**src/rtl/remote_comm_if.sv**
```systemverilog
// remote_comm_if: host-side command/response bundle for remote_comm
//   master (host/bench): drives snd_cmd, cmd[15:0], clr_resp_rdy, RX
//   slave  (remote_comm): drives cmd_snt, busy, TX, resp_rdy, resp[7:0]
//   resp_to exists only when REMOTE_COMM_TIMEOUT_EN is defined
interface remote_comm_if;
  logic        snd_cmd;
  logic [15:0] cmd;
  logic        cmd_snt;
  logic        TX;
  logic        RX;
  logic        clr_resp_rdy;
  logic        resp_rdy;
  logic [7:0]  resp;
  logic        busy;
`ifdef REMOTE_COMM_TIMEOUT_EN
  logic        resp_to;
  modport master(output snd_cmd, cmd, RX, clr_resp_rdy,
                 input cmd_snt, TX, resp_rdy, resp, busy, resp_to);
  modport slave(input snd_cmd, cmd, RX, clr_resp_rdy,
                output cmd_snt, TX, resp_rdy, resp, busy, resp_to);
`else
  modport master(output snd_cmd, cmd, RX, clr_resp_rdy,
                 input cmd_snt, TX, resp_rdy, resp, busy);
  modport slave(input snd_cmd, cmd, RX, clr_resp_rdy,
                output cmd_snt, TX, resp_rdy, resp, busy);
`endif
endinterface

```
**src/rtl/remote_comm.sv**
```systemverilog
// remote_comm: host-side UART command source (2-byte 8N1 TX) and 1-byte response receiver
//   clk, rst_n : 50 MHz clock, asynchronous active-low reset
//   bus        : remote_comm_if.slave (snd_cmd/cmd in, cmd_snt/busy/TX out,
//                RX/clr_resp_rdy in, resp_rdy/resp out)
//   Optional REMOTE_COMM_TIMEOUT_EN adds bus.resp_to, set when no valid response
//   arrives within TO_CYCLES clocks of cmd_snt.
module remote_comm #(
  parameter int BAUD_DIV  = 5208,
  parameter int TO_CYCLES = 25000000
) (
  input logic clk,
  input logic rst_n,
  remote_comm_if.slave bus
);
  typedef enum logic [1:0] {TX_IDLE, TX_HIGH, TX_LOW, TX_DONE} tx_state_e;
  typedef enum logic {RX_IDLE, RX_RECV} rx_state_e;
  localparam logic [15:0] BAUD_LAST = 16'(BAUD_DIV - 1);
  localparam logic [15:0] BAUD_HALF = 16'(BAUD_DIV / 2 - 1);
  tx_state_e   tx_state_q, tx_state_d;
  logic [15:0] hold_q, hold_d, tbaud_q, tbaud_d;
  logic [3:0]  tbit_q, tbit_d;
  logic [7:0]  tx_byte;
  logic        accept, tx_bit_end, sending, cmd_snt;
  rx_state_e   rx_state_q, rx_state_d;
  logic [15:0] rbaud_q, rbaud_d;
  logic [3:0]  rbit_q, rbit_d;
  logic [7:0]  rshift_q, rshift_d, resp_q, resp_d;
  logic        resp_rdy_q, resp_rdy_d, rx_valid;
  logic        rx_s1_q, rx_s2_q, rx_s3_q;
  assign sending    = tx_state_q == TX_HIGH || tx_state_q == TX_LOW;
  assign tx_bit_end = tbaud_q == BAUD_LAST;
  assign tx_byte    = tx_state_q == TX_HIGH ? hold_q[15:8] : hold_q[7:0];
  assign cmd_snt    = tx_state_q == TX_DONE;
  // TX is decoded from state so it is high combinationally out of reset
  assign bus.TX       = !sending ? 1'b1 : tbit_q == 4'd0 ? 1'b0 : tbit_q == 4'd9 ? 1'b1
                        : tx_byte[3'(tbit_q - 4'd1)];
  assign bus.busy     = sending;
  assign bus.cmd_snt  = cmd_snt;
  assign bus.resp     = resp_q;
  assign bus.resp_rdy = resp_rdy_q;
  always_comb begin
    tx_state_d = tx_state_q;
    hold_d     = hold_q;
    tbaud_d    = tbaud_q;
    tbit_d     = tbit_q;
    accept     = 1'b0;
    case (tx_state_q)
      TX_IDLE: if (bus.snd_cmd) begin
        accept     = 1'b1;
        hold_d     = bus.cmd;
        tbaud_d    = '0;
        tbit_d     = '0;
        tx_state_d = TX_HIGH;
      end
      TX_HIGH, TX_LOW: begin
        tbaud_d = tx_bit_end ? '0 : tbaud_q + 16'd1;
        if (tx_bit_end) begin
          tbit_d = tbit_q == 4'd9 ? 4'd0 : tbit_q + 4'd1;
          // low frame follows the high stop bit with no idle gap
          if (tbit_q == 4'd9) tx_state_d = tx_state_q == TX_HIGH ? TX_LOW : TX_DONE;
        end
      end
      default: tx_state_d = TX_IDLE;
    endcase
  end
  always_comb begin
    rx_state_d = rx_state_q;
    rbaud_d    = rbaud_q;
    rbit_d     = rbit_q;
    rshift_d   = rshift_q;
    rx_valid   = 1'b0;
    case (rx_state_q)
      RX_IDLE: if (rx_s3_q && !rx_s2_q) begin
        rx_state_d = RX_RECV;
        rbaud_d    = BAUD_HALF;
        rbit_d     = '0;
      end
      default: if (rbaud_q == '0) begin
        rbaud_d = BAUD_LAST;
        rbit_d  = rbit_q + 4'd1;
        if (rbit_q == 4'd0 && rx_s2_q) rx_state_d = RX_IDLE;
        else if (rbit_q == 4'd9) begin
          rx_state_d = RX_IDLE;
          rx_valid   = rx_s2_q;
        end
        // the start bit also enters here but is pushed out by the 8 data bits
        else rshift_d = {rx_s2_q, rshift_q[7:1]};
      end else rbaud_d = rbaud_q - 16'd1;
    endcase
    resp_d     = rx_valid ? rshift_q : resp_q;
    resp_rdy_d = rx_valid | (resp_rdy_q & ~bus.clr_resp_rdy & ~accept);
  end
  always_ff @(posedge clk or negedge rst_n)
    if (!rst_n) begin
      tx_state_q <= TX_IDLE;
      hold_q     <= '0;
      tbaud_q    <= '0;
      tbit_q     <= '0;
      rx_state_q <= RX_IDLE;
      rbaud_q    <= '0;
      rbit_q     <= '0;
      rshift_q   <= '0;
      resp_q     <= '0;
      resp_rdy_q <= 1'b0;
      {rx_s1_q, rx_s2_q, rx_s3_q} <= 3'b111;
    end else begin
      tx_state_q <= tx_state_d;
      hold_q     <= hold_d;
      tbaud_q    <= tbaud_d;
      tbit_q     <= tbit_d;
      rx_state_q <= rx_state_d;
      rbaud_q    <= rbaud_d;
      rbit_q     <= rbit_d;
      rshift_q   <= rshift_d;
      resp_q     <= resp_d;
      resp_rdy_q <= resp_rdy_d;
      {rx_s1_q, rx_s2_q, rx_s3_q} <= {bus.RX, rx_s1_q, rx_s2_q};
    end
`ifdef REMOTE_COMM_TIMEOUT_EN
  localparam logic [24:0] TO_LAST = 25'(TO_CYCLES - 1);
  logic [24:0] to_cnt_q, to_cnt_d;
  logic        armed_q, armed_d, resp_to_q, resp_to_d;
  assign bus.resp_to = resp_to_q;
  always_comb begin
    to_cnt_d  = to_cnt_q + 25'd1;
    armed_d   = armed_q;
    resp_to_d = resp_to_q & ~bus.clr_resp_rdy & ~accept;
    if (cmd_snt) begin
      to_cnt_d = '0;
      armed_d  = 1'b1;
    end else if (armed_q && rx_valid) armed_d = 1'b0;
    else if (armed_q && to_cnt_d == TO_LAST) begin
      resp_to_d = 1'b1;
      armed_d   = 1'b0;
    end
  end
  always_ff @(posedge clk or negedge rst_n)
    if (!rst_n) begin
      to_cnt_q  <= '0;
      armed_q   <= 1'b0;
      resp_to_q <= 1'b0;
    end else begin
      to_cnt_q  <= to_cnt_d;
      armed_q   <= armed_d;
      resp_to_q <= resp_to_d;
    end
`endif
endmodule

```
**src/flat_wrapper.sv**
```systemverilog
// flat-port wrapper written by rule: the top's interface ports become plain ports
module remote_comm_flat 
#(
  parameter int BAUD_DIV  = 5208,
  parameter int TO_CYCLES = 25000000
)
  (clk, rst_n, bus_snd_cmd, bus_cmd, bus_RX, bus_clr_resp_rdy, bus_cmd_snt, bus_TX, bus_resp_rdy, bus_resp, bus_busy);
  remote_comm_if bus_i ();
  input logic clk;
  input logic rst_n;
  input wire logic [$bits(bus_i.snd_cmd)-1:0] bus_snd_cmd;
  input wire logic [$bits(bus_i.cmd)-1:0] bus_cmd;
  input wire logic [$bits(bus_i.RX)-1:0] bus_RX;
  input wire logic [$bits(bus_i.clr_resp_rdy)-1:0] bus_clr_resp_rdy;
  output wire logic [$bits(bus_i.cmd_snt)-1:0] bus_cmd_snt;
  output wire logic [$bits(bus_i.TX)-1:0] bus_TX;
  output wire logic [$bits(bus_i.resp_rdy)-1:0] bus_resp_rdy;
  output wire logic [$bits(bus_i.resp)-1:0] bus_resp;
  output wire logic [$bits(bus_i.busy)-1:0] bus_busy;
  assign bus_i.snd_cmd = bus_snd_cmd;
  assign bus_i.cmd = bus_cmd;
  assign bus_i.RX = bus_RX;
  assign bus_i.clr_resp_rdy = bus_clr_resp_rdy;
  assign bus_cmd_snt = bus_i.cmd_snt;
  assign bus_TX = bus_i.TX;
  assign bus_resp_rdy = bus_i.resp_rdy;
  assign bus_resp = bus_i.resp;
  assign bus_busy = bus_i.busy;
  remote_comm #(.BAUD_DIV(BAUD_DIV), .TO_CYCLES(TO_CYCLES)) u_core (.clk(clk), .rst_n(rst_n), .bus(bus_i));
endmodule
```
**config.mk**
```make
export PLATFORM = sky130hd
export DESIGN_NAME = remote_comm_flat
export DESIGN_NICKNAME = d
export VERILOG_FILES = /design/src/rtl/remote_comm_if.sv /design/src/rtl/remote_comm.sv /design/src/flat_wrapper.sv
export SDC_FILE = /design/constraint.sdc
export NUM_CORES = 1
export LEC_CHECK = 0
export ABC_AREA = 1
export CAP_MARGIN = 20
export CORE_ASPECT_RATIO = 1.2
export CORE_UTILIZATION = 60
export CTS_CLUSTER_DIAMETER = 200
export DETAILED_ROUTE_END_ITERATION = 10
export MAX_ROUTING_LAYER = met4
export PLACE_DENSITY = 0.82
export SLEW_MARGIN = 10
export SYNTH_ARGS = -nofsm -noshare
export SYNTH_HDL_FRONTEND = slang
export SYNTH_SLANG_ARGS = --single-unit
export TNS_END_PERCENT = 20
```
**constraint.sdc**
```tcl
create_clock -name clk -period 4.19 [get_ports clk]
set_input_delay 0.6285 -clock clk [delete_from_list [all_inputs] [get_ports clk]]
set_output_delay 0.6285 -clock clk [all_outputs]
set_load 0.05 [all_outputs]
```
==> parameters.txt, run 1 <==
Parameter                              Value

Route
  Remaining antenna violation count after routing    0
  DRC violation count after routing    0
  Total wire length    8.433 mm
  Via Count    3435
  Average via count per standard cell    5.350
  Detailed Route Iter0 Violations    316
  Iteration count of the initial detailed-routing pass    4
  Average wire per cell in the routed design    13.14 um

Placement
  Weighted congestion reported at the end of routability-driven placement    0.8760
  IO Port Bufs    32
  DP HPWL    5.913 mm
  Post-Place Cell Area    4599 sq um

Synthesis
  Unique cell type count in the Yosys netlist    38
  Synth top area share    44.97%
  Gate count of the mapped netlist    519
  Yosys warns    0
  Part of the Yosys area used for sequential elements    46.83%
  Synth Register Bits    79
  Summed instance area of the synthesized netlist    4229 sq um
  Cell taking the most area after synthesis    sky130_fd_sc_hd__dfrtp_1
  Count of flip-flops with a built-in enable after synthesis    0
  Post-Syn Nets    552
  Synth top area cells    sky130_fd_sc_hd__dfrtp_1 45%, sky130_fd_sc_hd__nand2_1 11%, sky130_fd_sc_hd__nor2_1 6.2%, sky130_fd_sc_hd__inv_1 5.9%, sky130_fd_sc_hd__nand3_1 4.5%
  Most used flip-flop cell after synthesis    sky130_fd_sc_hd__dfrtp_1
  Mean post-synth cell area    8.148 sq um
  Async set or reset register ratio after synthesis    100.0%

Power
  Power per cell area    599.1 nW/um^2
  P_leak    2.289 nW
  Worst-case vdd ir drop    0.5470 mV

Layout
  Fraction of final layout cells with drive strength greater than 1    10.09%
  Antenna diodes    0
  Net count reported at finish    584
  Cell area after layout    4786 sq um
  Sequential cell area    1981 sq um
  Filler instances    553
  Final standard cell utilization of the core    70.25%
  Multi-input gate area in the final layout    1921 sq um
  Area added between synthesis and finish    13.17%

Setup path
  CP most frequent cell    sky130_fd_sc_hd__nand3_1
  Longest individual stage delay on the worst path    790 ps
  Critical Path AT    2700 ps
  Largest fanout on the critical path    13
  Critical-path cell with the highest stage delay    sky130_fd_sc_hd__clkdlybuf4s50_1
  Launching instance or port of the critical path    u_core.tx_state_q[1]$_DFFE_PN0P_
  Critical path class    flip-flop to primary output
  Worst endpoint required time    3560 ps
  Type of element capturing the critical path    primary output
  Reg-to-reg critical path startpoint    u_core.tx_state_q[0]$_DFFE_PN0P_
  Critical Path, Cell by Cell    inv_1, ha_1, inv_1, nand2_1, nand3_1, nand3_1, nand3_1, nand3_1, nand2_1, inv_1, clkdlybuf4s50_1
  Worst path bufs/invs    4
  Kind of cell adding the most delay to the critical path    buffers and inverters
  Critical path launch point type    flip-flop

STA
  Maximum achievable frequency    300.6 MHz
  Total of endpoints with negative setup slack in the final report    0
  Final hold viol count    0
  Normalized max-slew margin    34.68%
  RSZ-0062 raised after global routing    no
  Share of the clock period used by the worst path after layout    79.39%
  Time the final worst path needs with I/O delays and setup    3326 ps
  Hold slack    354.9 ps
  Final total negative setup slack    0 ps
  Slew at the pin with the worst max-slew slack    979.8 ps
  Largest clock skew in the final design    11.52 ps
  Number of max-slew violations in the final report    0

Hold path
  Startpoint of the lowest-slack hold path    u_core.rx_s1_q$_DFF_PN1_
  Hold crit path type    flip-flop to flip-flop

GRT
  First-pass GRT wire length    14.57 mm
  Initial antenna violation count    0
  Via count of the first global-routing pass    3338
  Global-route usage over all layers    25.80%
  Overall overflow remaining after global route    0
  Maximum number of pins on one net before global-route repair    80

Job
  Max Cap Violations    0

Floorplanning
  Die Area    7389 sq um
  Vertical extent of the die    93.97 um
  Standard-cell rows    33
  Initial standard-cell utilization of the core    62.08%
  Die Width    78.64 um
  Core box area    6813 sq um
  Number of top-level pins    33

Clock tree
  Post-CTS Hold Fix Bufs    0
  Clock insertion delay at the later pin of the skew report    360 ps
  TritonCTS clock tree    built
  Setup repair bufs after CTS    0
  Number of sinks on the clock net    79
  Cts repair resizes    0
  CTS Buffer Depth    2
  Max H-tree Level    3
  Total CTS buffers    9
  Clock tree root buffer cell    sky130_fd_sc_hd__clkbuf_8
  Clock-pin slew on the worst setup and hold paths    80 ps

Status
  Outcome    finished, final reports clean
[report_power, final]
| part | total (mW) | switching [mW] | internal (mW) |
|---|---|---|---|
| clock | 0.561 | 0.287 | 0.273 |
| sequential | 1.10 | 0.154 | 0.949 |
| combinational | 1.20 | 0.781 | 0.422 |
| total | 2.87 | 1.22 | 1.64 |
[worst reg2reg max path, delay by kind of cell (launching register included)]
family                   cells  cell delay (ps)
flip-flops                   1              410
AND/OR/NAND/NOR              4              990
buffers and inverters        3              440
adder cells (fa/ha/maj)      1              240
[logic make-up (layout without fill, tap and decap cells)]
logic type	count (synthesis)	in the layout	synth area share (%)
and+or+nand+nor	262	262	27.34
xor gates and xnor gates	17	17	3.521
muxes	4	4	1.065
DFF	79	79	46.83
buffers and inverters	81	117	7.752
AOI/OAI and AO/OA	64	64	9.941
adders and majority gates	12	12	3.550
[layout make-up]
cell class / instances / area share (%)
Sequential cell: 79 / 41.39
Multi-Input combinational cell: 359 / 40.13
Timing Repair Buffer: 33 / 6.797
Inverter: 69 / 5.516
Clock buffer: 10 / 2.667
Tap cell: 87 / 2.275
Clock inverter: 5 / 1.229
[final timing paths]
path / cells past startpoint / slack (ps) / endpoint
worst min register to register: 0 / 350 / u_core.rx_s2_q$_DFF_PN1_
worst max register to register: 8 / 1990 / u_core.tbaud_q[14]$_DFFE_PN0P_
max in group asynchronous: 1 / 3130 / u_core.rbaud_q[3]$_DFFE_PN0P_
worst min-delay path: 0 / 350 / u_core.rx_s2_q$_DFF_PN1_
min in group asynchronous: 1 / 410 / u_core.hold_q[5]$_DFFE_PN0P_
worst max-delay path: 11 / 860 / bus_TX
[synth_stat cells, drive strengths merged (7+ instances only)]
cell,number
nand2,126
nor3,8
dfrtp,76
o21bai,8
nor2,75
ha,12
a21oi,16
nand3,40
inv,69
xor2,12
nand4,8
clkbuf,7
o21ai,35
[sequential cells by signal, indices dropped and copies added, names as in the netlist]
name and flops:
u_core.tx_state_q 2, u_core.rbaud_q 16, u_core.tbit_q 4, u_core.rshift_q 8, u_core.rx_s3_q 1, u_core.hold_q 16
u_core.rbit_q 4, u_core.rx_s2_q 1, u_core.tbaud_q 16, u_core.rx_state_q 1, u_core.rx_s1_q 1, u_core.bus.resp 8
u_core.bus.resp_rdy 1
[layer usage]
metal  routed length [um]  global-route usage, %  up-vias
met2                 4297                  43.26       82
li1                     -                      -     1712
met1                 3611                  29.96     1625
met3                  381                  6.408       16
met5                    0                      -        -
met4                  143                  9.414        0
[layout by cell type, fill, tap and decap left out, drive strengths merged, types with 12 or more instances in the layout]
cell	netlist	routed
dfrtp	76	76
nand3	40	40
clkdlybuf4s50	0	31
a21oi	16	16
nor2	75	75
o21ai	35	35
nand2	126	126
xor2	12	12
ha	12	12
inv	69	70
[through the flow]
stage	setup slack (ps)	total power, mW	std cells
6_report	863.5	2.867	642
5_1_grt	624.6	3.098	642
4_1_cts	848.5	2.869	642
3_5_place_dp	1224	2.311	627
3_3_place_gp	1326	2.255	627
2_1_floorplan	1899	2.025	519
Power figures use the tool's default switching activity.
==> run 2, diff against run 1 <==
--- a/config.mk
+++ b/config.mk
@@ -8,11 +8,11 @@
 export ABC_AREA = 1
 export CAP_MARGIN = 20
 export CORE_ASPECT_RATIO = 1.2
-export CORE_UTILIZATION = 60
+export CORE_UTILIZATION = 53
 export CTS_CLUSTER_DIAMETER = 200
 export DETAILED_ROUTE_END_ITERATION = 10
 export MAX_ROUTING_LAYER = met4
-export PLACE_DENSITY = 0.82
+export PLACE_DENSITY = 0.76
 export SLEW_MARGIN = 10
 export SYNTH_ARGS = -nofsm -noshare
 export SYNTH_HDL_FRONTEND = slang
==> constraint.sdc (replaced) <==
create_clock -name clk -period 2.75 [get_ports clk]
set_input_delay 0.4125 -clock clk [delete_from_list [all_inputs] [get_ports clk]]
set_output_delay 0.4125 -clock clk [all_outputs]
set_load 0.05 [all_outputs]
==> run 2 against run 1 <==
Setup slack got worse by 670 ps. Power rose by 60%. Utilization fell by 7.2 points. Worst hold slack got worse by 310 ps. Cell area rose by 1.6%. Sequential power rose by 54%. Sequential share of layout area fell by 0.64 points. Highest routed layer unchanged.
==> parameters.txt, run 2 (synthesis gave the netlist of run 1 again) <==
Parameter                              Value

Status
  Outcome    finished, final reports clean

Layout
  Commonest cells after routing, fill and taps aside    123 x sky130_fd_sc_hd__nand2_1, 76 x sky130_fd_sc_hd__dfrtp_1, 70 x sky130_fd_sc_hd__nor2_1, 66 x sky130_fd_sc_hd__inv_1, 38 x sky130_fd_sc_hd__nand3_1
  Fraction of final layout cells with drive strength greater than 1    10.91% (+0.82 points)
  Net count reported at finish    587 (+0.51%)
  Most common cell after layout, fill and taps aside    sky130_fd_sc_hd__nand2_1
  Antenna diodes    0 (unchanged)
  Top flop regs    u_core.hold_q (16), u_core.rbaud_q (16), u_core.tbaud_q (16)
  Area added between synthesis and finish    14.94%

Clock tree
  Setup repair bufs after CTS    0 (unchanged)
  Cts repair resizes    0 (unchanged)
  CTS Buffer Depth    2 (unchanged)
  Clock insertion delay at the later pin of the skew report    350 ps (about the same)
  Clock-pin slew on the worst setup and hold paths    80 ps (about the same)
  Max H-tree Level    3 (unchanged)
  Total CTS buffers    9 (unchanged)
  TritonCTS clock tree    built
  Number of sinks on the clock net    79 (unchanged)
  Clock tree root buffer cell    sky130_fd_sc_hd__clkbuf_8
  Post-CTS Hold Fix Bufs    0 (unchanged)

Setup path
  Register-to-register setup slack    670 ps (-1320 ps)
  Critical path class    flip-flop to primary output
  Type of element capturing the critical path    primary output
  Largest fanout on the critical path    13 (unchanged)
  Reg-to-reg critical path startpoint    u_core.tx_state_q[0]$_DFFE_PN0P_
  Worst endpoint required time    2340 ps (-1220 ps)
  Reg2Reg Depth    7 (-1)
  Critical path launch point type    flip-flop
  Reg2reg end    u_core.tbit_q[3]$_DFFE_PN0P_
  End of the critical path    bus_TX
  Launching instance or port of the critical path    u_core.tx_state_q[1]$_DFFE_PN0P_
  Critical Path AT    2140 ps (-560 ps)

STA
  Maximum achievable frequency    391.7 MHz
  Number of max-slew violations in the final report    0 (unchanged)
  Largest clock skew in the final design    6.290 ps (-5.230 ps)
  Share of the clock period used by the worst path after layout    92.84%
  Total of endpoints with negative setup slack in the final report    0 (unchanged)
  Final hold viol count    0 (unchanged)
  Slew at the pin with the worst max-slew slack    648.2 ps (-331.6 ps)
  RSZ-0062 raised after global routing    no
  Hold slack    47.20 ps (-307.7 ps)
  Normalized max-slew margin    56.33% (+22 points)
  Final total negative setup slack    0 ps (unchanged)
  Time the final worst path needs with I/O delays and setup    2553 ps

Floorplanning
  Die Width    83.55 um (+6.2%)
  Standard-cell rows    35 (+6.1%)
  Vertical extent of the die    99.86 um (+6.3%)
  Number of top-level pins    33 (unchanged)
  Core box area    7707 sq um (+13%)
  Initial standard-cell utilization of the core    54.87% (-7.2 points)
  Die Area    8342 sq um (+13%)

Route
  Via Count    3412 (-0.67%)
  DRC violation count after routing    0 (unchanged)
  Average wire per cell in the routed design    13.02 um (-0.88%)
  Iteration count of the initial detailed-routing pass    4 (unchanged)
  Average via count per standard cell    5.241 (-2.0%)
  Detailed Route Iter0 Violations    116 (-63%)
  Remaining antenna violation count after routing    0 (unchanged)
  Total wire length    8.476 mm (+0.51%)

Placement
  IO Port Bufs    32 (unchanged)
  DP HPWL    6.083 mm (+2.9%)
  Weighted congestion reported at the end of routability-driven placement    0.9165 (+4.6%)

Power
  Total Power    4.574 mW (+60%)
  Power per cell area    940.9 nW/um^2 (+57%)
  Worst-case vdd ir drop    1.232 mV (+130%)
  P_leak    2.330 nW (+1.8%)

GRT
  First-pass GRT wire length    15.12 mm (+3.8%)
  Via count of the first global-routing pass    3572 (+7.0%)
  Maximum number of pins on one net before global-route repair    48 (-40%)
  Initial antenna violation count    0 (unchanged)
  Overall overflow remaining after global route    0 (unchanged)
  Global-route usage over all layers    23.28% (-2.5 points)

Hold path
  Hold crit path type    input pin to async pin

Job
  Max Cap Violations    0 (unchanged)
[run 2: worst min-delay path by stage]
stage	slack [ps]	endpoint	startpoint	cells after the start
6_report	50	u_core.hold_q[2]$_DFFE_PN0P_	rst_n	1
5_1_grt	110	u_core.hold_q[7]$_DFFE_PN0P_	rst_n	1
4_1_cts	70	u_core.hold_q[7]$_DFFE_PN0P_	rst_n	1
3_5_place_dp	350	u_core.rx_s2_q$_DFF_PN1_	u_core.rx_s1_q$_DFF_PN1_	0
3_3_place_gp	350	u_core.rx_s2_q$_DFF_PN1_	u_core.rx_s1_q$_DFF_PN1_	0
2_1_floorplan	120	u_core.bus.resp[0]$_DFFE_PN0P_	rst_n	0
[run 2: final cells by class]
cell class	instances	area (sq um)
fillers	679	2846
flip-flops and latches	79	1981
multi-input cells	359	1921
repair buffers	36	357.8
inverters	69	264.0
clock buffers	11	141.4
well taps	92	115.1
clock inverters	5	81.33
[run 2: metal layers]
layer	GRT usage, %	share of wire, %	vias to the layer above	wire [um]
met4	11.47	2.3	0	194
met2	41.42	52	71	4384
met3	3.289	4.3	17	361
met1	25.78	42	1607	3536
met5	-	0	-	0
li1	-	-	1717	-
[run 2: metrics by stage]
step	setup slack [ps]	std cells	utilization (%)	instance area, sq um
floorplan	675.3	519	-	4229
global placement	666.9	635	60.18	4638
detailed placement	583.1	635	60.18	4638
CTS	195.6	651	63.07	4861
global route	32.98	651	63.07	4861
finish	196.8	651	63.07	4861
[run 2: critical path: stages (launching register included)]
cell and delay [ps]:
sky130_fd_sc_hd__dfrtp_1 420, sky130_fd_sc_hd__inv_1 100, sky130_fd_sc_hd__ha_1 430, sky130_fd_sc_hd__inv_1 150, sky130_fd_sc_hd__nand2_1 90, sky130_fd_sc_hd__nand3_1 70
sky130_fd_sc_hd__nand3_1 100, sky130_fd_sc_hd__nand3b_1 80, sky130_fd_sc_hd__nand3_1 70, sky130_fd_sc_hd__nand2_1 50, sky130_fd_sc_hd__inv_1 90, sky130_fd_sc_hd__buf_12 140
[run 2: report_power, final]
group | leakage, nW | total, mW | switching [mW] | internal [mW]
registers | 1.02 | 1.69 | 0.246 | 1.45
logic | 1.20 | 1.91 | 1.20 | 0.705
clock network | 0.110 | 0.973 | 0.436 | 0.537
total | 2.33 | 4.57 | 1.89 | 2.69
